--- src/rtl/cdc_handshake_tx.sv ---
// Source side of a two-phase toggle req/ack CDC handshake.
// in_valid/in_ready: a word transfers on any posedge where both are high; in_ready is high only in IDLE.
module cdc_handshake_tx #(
    parameter int DATA_W      = 8,
    parameter int SYNC_STAGES = 2,
    parameter int TIMEOUT     = 64
) (
    input  logic              clk,
    input  logic              rst,
    input  logic              in_valid,
    input  logic [DATA_W-1:0] in_data,
    output logic              in_ready,
    output logic              req_tgl,
    output logic [DATA_W-1:0] tx_data,
    input  logic              ack_tgl,
    output logic              done,
    output logic              busy,
    output logic              timeout_err,
    output logic              protocol_err
);

    localparam int CNT_W    = (TIMEOUT > 0) ? $clog2(TIMEOUT + 1) : 1;
    localparam int LAST_INT = (TIMEOUT > 0) ? (TIMEOUT - 1) : 0;
    localparam logic [CNT_W-1:0] CNT_MAX  = '1;
    localparam logic [CNT_W-1:0] CNT_LAST = CNT_W'(LAST_INT);

    typedef enum logic {
        IDLE     = 1'b0,
        WAIT_ACK = 1'b1
    } state_t;

    state_t                 state;
    logic [CNT_W-1:0]       wait_cnt;
    logic [SYNC_STAGES-1:0] ack_meta;
    logic                   ack_sync;

    // First stage samples ack_tgl directly: nothing combinational ahead of the synchronizer.
    always_ff @(posedge clk or posedge rst) begin
        if (rst) begin
            ack_meta <= '0;
        end else begin
            ack_meta <= {ack_meta[SYNC_STAGES-2:0], ack_tgl};
        end
    end

    assign ack_sync = ack_meta[SYNC_STAGES-1];
    assign in_ready = (state == IDLE);
    assign busy     = (state == WAIT_ACK);

    always_ff @(posedge clk or posedge rst) begin
        if (rst) begin
            state        <= IDLE;
            req_tgl      <= 1'b0;
            tx_data      <= '0;
            wait_cnt     <= '0;
            done         <= 1'b0;
            timeout_err  <= 1'b0;
            protocol_err <= 1'b0;
        end else begin
            done <= 1'b0;
            case (state)
                IDLE: begin
                    // With nothing outstanding the toggles must agree; a difference is a stray ack.
                    if (ack_sync != req_tgl) begin
                        protocol_err <= 1'b1;
                    end
                    if (in_valid) begin
                        tx_data  <= in_data;
                        req_tgl  <= ~req_tgl;
                        wait_cnt <= '0;
                        state    <= WAIT_ACK;
                    end
                end
                WAIT_ACK: begin
                    if (ack_sync == req_tgl) begin
                        done  <= 1'b1;
                        state <= IDLE;
                    end else begin
                        if (wait_cnt != CNT_MAX) begin
                            wait_cnt <= wait_cnt + 1'b1;
                        end
                        // Late acks still complete; the error only records that the wait ran long.
                        if ((TIMEOUT != 0) && (wait_cnt == CNT_LAST)) begin
                            timeout_err <= 1'b1;
                        end
                    end
                end
                default: state <= IDLE;
            endcase
        end
    end

    tx_hold_stable: assert property (@(posedge clk) disable iff (rst)
        $past(busy) |-> ($stable(tx_data) && $stable(req_tgl)));

endmodule

--- config.mk ---
export PLATFORM = sky130hd
export DESIGN_NAME = cdc_handshake_tx
export DESIGN_NICKNAME = d
export VERILOG_FILES = /design/src/rtl/cdc_handshake_tx.sv
export SDC_FILE = /design/constraint.sdc
export NUM_CORES = 1
export LEC_CHECK = 0
export BUFFER_PORTS_ARGS = -buffer_cell sky130_fd_sc_hd__buf_4
export CELL_PAD_IN_SITES_DETAIL_PLACEMENT = 0
export CELL_PAD_IN_SITES_GLOBAL_PLACEMENT = 1
export CORE_ASPECT_RATIO = 1.4
export CORE_MARGIN = 5
export CORE_UTILIZATION = 40
export CTS_CLUSTER_SIZE = 40
export DETAILED_ROUTE_END_ITERATION = 8
export PLACE_DENSITY = 0.88
export SETUP_SLACK_MARGIN = 0.1
export SYNTH_ARGS = -nofsm -noshare
export SYNTH_HDL_FRONTEND = slang
export SYNTH_SLANG_ARGS = --single-unit
--- constraint.sdc ---
create_clock -name clk -period 2.77 [get_ports clk]
set_clock_uncertainty 0.15 [all_clocks]
set_input_delay 0 -clock clk [delete_from_list [all_inputs] [get_ports clk]]
set_output_delay 0 -clock clk [all_outputs]
set_load 0.05 [all_outputs]
### After elaboration in Yosys (flattened, before gate mapping)

Cells that the tools add are included.

| storage, ports and cells | value |
|---|---|
| input bits | 12 |
| bits in registers | 22 |
| logic and storage cells | 32 |
| output and inout bits | 14 |

| cells by class | value |
|---|---|
| mux-type cells | 9 |
| add/subtract/negate cells | 1 |
| reduce and logical (&&, ||, !) cells | 4 |
| bitwise operators | 3 |
| equal/unequal tests | 7 |

Operators with widths:

| cell | count |
|---|---|
| 7-bit 2-to-1 mux | 3 |
| 7-bit case mux with 2 select lines | 1 |
| 7-bit by 1-bit adder with 7-bit output, second input constant | 1 |
| 7-bit by 6-bit == test with 1-bit output, second input constant | 1 |
| 7-bit inequality test, second input constant | 1 |
| 3-bit AND reduction | 2 |
| 1-bit 2-to-1 mux | 4 |
| 2-bit inequality test, second input constant | 2 |
| 2-bit AND reduction | 2 |
| 1-bit NOT | 3 |
| 2-bit by 1-bit inequality test with 1-bit output, second input constant | 1 |
| 1-bit case mux with 2 select lines | 1 |
| 1-bit == test | 1 |
| 1-bit inequality test | 1 |

### Logic depth before layout (Yosys ltp)

| logic depth | value |
|---|---|
| depth after elaboration | 4 |
| mapped depth | 6 |
| depth with buffers taken out | 5 |

### Worst setup path before layout

OpenSTA, ideal clock, no wires.

| timing path | value |
|---|---|
| kind | register to register |
| start point | register state (netlist: busy) |
| end point | register state (netlist: busy) |
| slack | 688 ps |
| path buffers | 2 |
| setup time | 141 ps |
| data required time | 2,479 ps |
| clock period less this slack | 2,082 ps |
| cell stages (with the launch flop) | 6 |
| arrival time | 1,791 ps |
| cells stage by stage | dfrtp_1 -> buf_2 -> clkinv_1 -> nand2_1 -> buf_2 -> o21ai_0 |

| on the way | value |
|---|---|
| longest elaborated chain between the ends | 2 |

Ends and longest elaborated chain:

| item | line | RTL |
|---|---|---|
| from (decl) | 32 | `state_t state;` |
| from (signal assigned) | 52 | `state <= IDLE;` |
| from (signal assigned) | 71 | `state <= WAIT_ACK;` |
| from (signal assigned) | 77 | `state <= IDLE;` |
| 1-bit NOT (no source line) | -- |  |
| net in_ready | 12 | `output logic in_ready,` |
| 1-bit case mux with 2 select lines | 61 | `case (state)` |

The timed path passes the listed nets, and every way through them passes these cells.
A chain may end at the register's enable or synchronous reset.

### Worst setup path after layout

| timing path | value |
|---|---|
| start point | register wait_cnt[0] |
| end point | register wait_cnt[0] |

| on the way | value |
|---|---|
| longest elaborated chain between the ends | 4 |
| elaborated cells between the ends (all ways) | 7 |
| classes of those cells | add/sub: 1; eq/ne: 2; mux: 3; reduce/logical: 1 |

Ends and longest elaborated chain:

| item | line | RTL |
|---|---|---|
| from (decl) | 33 | `logic [CNT_W-1:0] wait_cnt;` |
| from (signal assigned) | 80 | `wait_cnt <= wait_cnt + 1'b1;` |
| 7-bit by 1-bit adder with 7-bit output | 80 |  |
| 7-bit 2-to-1 mux | 79 | `if (wait_cnt != CNT_MAX) begin` |
| 7-bit 2-to-1 mux | 75 | `if (ack_sync == req_tgl) begin` |
| 7-bit case mux with 2 select lines | 61 |  |

Parallel ways exist; a longest one is shown, timed or not. The select of a mux whose other input is x is not followed.

==> reports/qor.csv <==
stage,metric,value,unit
setup_path,crit_arrival,1860,ps
route,firstDrtPassIters,4,
run_status,status,completed,
finish,postLayoutCoreUtil,58.2,%
finish,nNetsFinal,144,
synthesis,synth_top_area_share,59.2,%
synthesis,synth_edf_count,0,
finish,fin_area,1280,um2
route,drtIter0Drc,12,
finish,nFillCells,197,
global_route,grt_start_max_net_pins,23,
route,routedWlPerCell,13.3,um
synthesis,synth_cell_type_count,25,
sta,final-setup-viol-count,0,
global_route,track_usage,14.0,%
synthesis,synth_flop_cell,dfrtp_1,
floorplan,num_io_pins,26,
clock_tree,holdBufCountCts,11,
power_and_ir_drop,switching_power,0.000688,W
sta,slew_headroom,47.4,%
clock_tree,cts.sinks,22,
setup_path,cp_num_buf_inv,0,
placed_design,place.gp.congestion,0.847,
clock_tree,cts_made_buffers,3,
power_and_ir_drop,seqPwrFrac,35.6,%
floorplan,row_count,20,
route,final_antenna_net_count,0,
power_and_ir_drop,clock_power_share,12.5,%
route,dr_total_vias,793,
min_path,min_path_type,in2reg,
clock_tree,htreeDepth,1,
clock_tree,clk_path_buf_depth,2,
clock_tree,ctsResizeCount,0,
sta,rsz0062_at_grt,false,
clock_tree,clock_latency,310,ps
synthesis,synth_fp_nets,105,
global_route,grt_pass1_vias,840,
placed_design,place_ws,1030,ps
finish,syn_to_final_growth,37.8,%
floorplan,dieArea,3400,um2
synthesis,ys_ff_latch,22,
global_route,grt_pass1_wl,3650,um
floorplan,die_x,50.7,um
setup_path,crit_chain,ha_1 -> and4_1 -> a31o_2 -> nor2_2 -> mux2i_1,
finish,fin_cells,152,
sta,clock.fmax,565,MHz
sta,min_period,1770,ps
setup_path,crit_slowest_cell,dfrtp_1,
setup_path,end_kind,register,
setup_path,crit_required,2860,ps
synthesis,synth_cells,92,
power_and_ir_drop,ir_drop,0.686,mV
finish,area.sequential,551,um2
synthesis,ys_seq_area_share,59.2,%
synthesis,yosys.area.top_type,dfrtp_1,
route,vias_per_cell,5.22,
power_and_ir_drop,internal-power,0.000720,W
placed_design,portBuffers,25,
sta,worst_slew_pin_slew,788,ps
synthesis,yosysWarnings,0,
placed_design,dp_cells,137,
floorplan,start_util,42.2,%
setup_path,cp_slowest_stage_delay,430,ps
finish,multi_input_area,354,um2
job,maxCapViolations,0,
power_and_ir_drop,power.density,1100,nW/um2
sta,timing.final.crit_share,63.9,%
power_and_ir_drop,pwr-share-comb,51.9,%
finish,drive_gt1_share,25.4,%
synthesis,async_flop_share,100,%
floorplan,core_area,2200,um2
finish,num_antenna_cells,0,
power_and_ir_drop,swShare,48.9,%
sta,hold_violations,0,
synthesis,synthTopCellsByArea,"dfrtp_1, nand2_1, a21oi_1",
power_and_ir_drop,p_leak,0.624,nW
global_route,antenna_found_initial,0,
setup_path,path_max_fanout,5,
synthesis,syn_area,930,um2
sta,final-max-slew-violation-count,0,
setup_path,startpoint_type,register,
clock_tree,cts_tree,done,
floorplan,fp.dieH,67.0,um
setup_path,worstSetupPathType,reg2reg,
sta,setup_tns,0,ps
clock_tree,cts_root_buffer,clkbuf_4,
global_route,overflow,0,
placed_design,hpwl,1470,um
synthesis,synth.avg_cell_area,10.1,um2
placed_design,post_dp_cell_area,1130,um2
clock_tree,path_clk_slew,120,ps
route,drc,0,
sta,worst_slack,1000,ps
clock_tree,cts_setup_buffers,0,
route,wl,2030,um
setup_path,cpLargestDelayFamily,flip-flops,
==> cell usage in the layout, fill, tap and decap left out, types with 2 or more instances in the layout <==
master,n
inv_1,3
dfrtp_1,22
a211oi_1,2
clkbuf_4,3
nand4_1,2
nor3_1,2
nor2_1,4
a21oi_1,6
buf_4,25
xnor2_1,2
dlygate4sd3_1,11
mux2i_1,2
a31oi_1,2
nand3_1,3
o21ai_0,2
nand2_1,26
and4_1,2
==> final cells by class <==
cell class,instances,share of cell area [%]
well taps,22,2.15
inverters,4,1.17
flip-flops and latches,22,43.0
clock buffers,4,2.83
repair buffers,36,23.2
multi-input cells,64,27.6
==> Yosys cell counts, types with 3 or more instances <==
library cell and number:
nand2_1 26, dfrtp_1 22, a21oi_1 6, nor2_1 4, inv_1 3, nand3_1 3
==> state kept, by name, indices dropped and copies added, names as in the netlist <==
name	cells
req_tgl	1
done	1
timeout_err	1
tx_data	8
protocol_err	1
wait_cnt	7
ack_meta	2
busy	1
==> cells by family after synthesis <==
kind of cell,count (synthesis),synth area share [%]
flip-flops,22,59.2
XOR/XNOR,3,3.63
buffers and inverters,6,2.69
adder cells (fa/ha/maj),1,1.35
AND/OR/NAND/NOR,42,20.1
multiplexers,2,2.15
AO/OA/AOI/OAI,16,10.9
==> worst paths after layout <==
path                        startpoint      endpoint  slack, ps  depth (start not counted)
max in group asynchronous          rst   wait_cnt[6]       1730                          3
setup / recovery           wait_cnt[0]   wait_cnt[0]       1000                          5
hold reg to reg            ack_meta[0]   ack_meta[1]        220                          0
hold / removal                 ack_tgl   ack_meta[0]        190                          2
min in group asynchronous          rst  protocol_err        250                          3
setup reg to reg           wait_cnt[0]   wait_cnt[0]       1000                          5
==> layer usage <==
| metal | share of wire, % | vias to the layer above | global-route usage, % |
|---|---|---|---|
| met5 | 0 | - | 0 |
| met4 | 2.8 | 0 | 6.71 |
| met3 | 5.3 | 7 | 2.24 |
| met2 | 53 | 23 | 25.2 |
| met1 | 39 | 377 | 15.6 |
| li1 | - | 386 | - |
==> per-stage QoR <==
stage	power, W	hold slack (ps)
finish	0.00141	185
global route	0.00150	173
CTS	0.00142	180
detailed placement	0.00123	-39.0
global placement	0.00122	-39.6
floorplan	0.00102	-161
==> power groups by stage <==
stage,clock network [W],logic (W),registers [W]
2_1_floorplan,0,0.000241,0.000775
3_3_place_gp,0,0.000713,0.000505
3_5_place_dp,0,0.000725,0.000507
4_1_cts,0.000181,0.000738,0.000503
5_1_grt,0.000197,0.000786,0.000520
6_report,0.000176,0.000730,0.000502
Note: power is estimated with default switching activity, not from simulation.
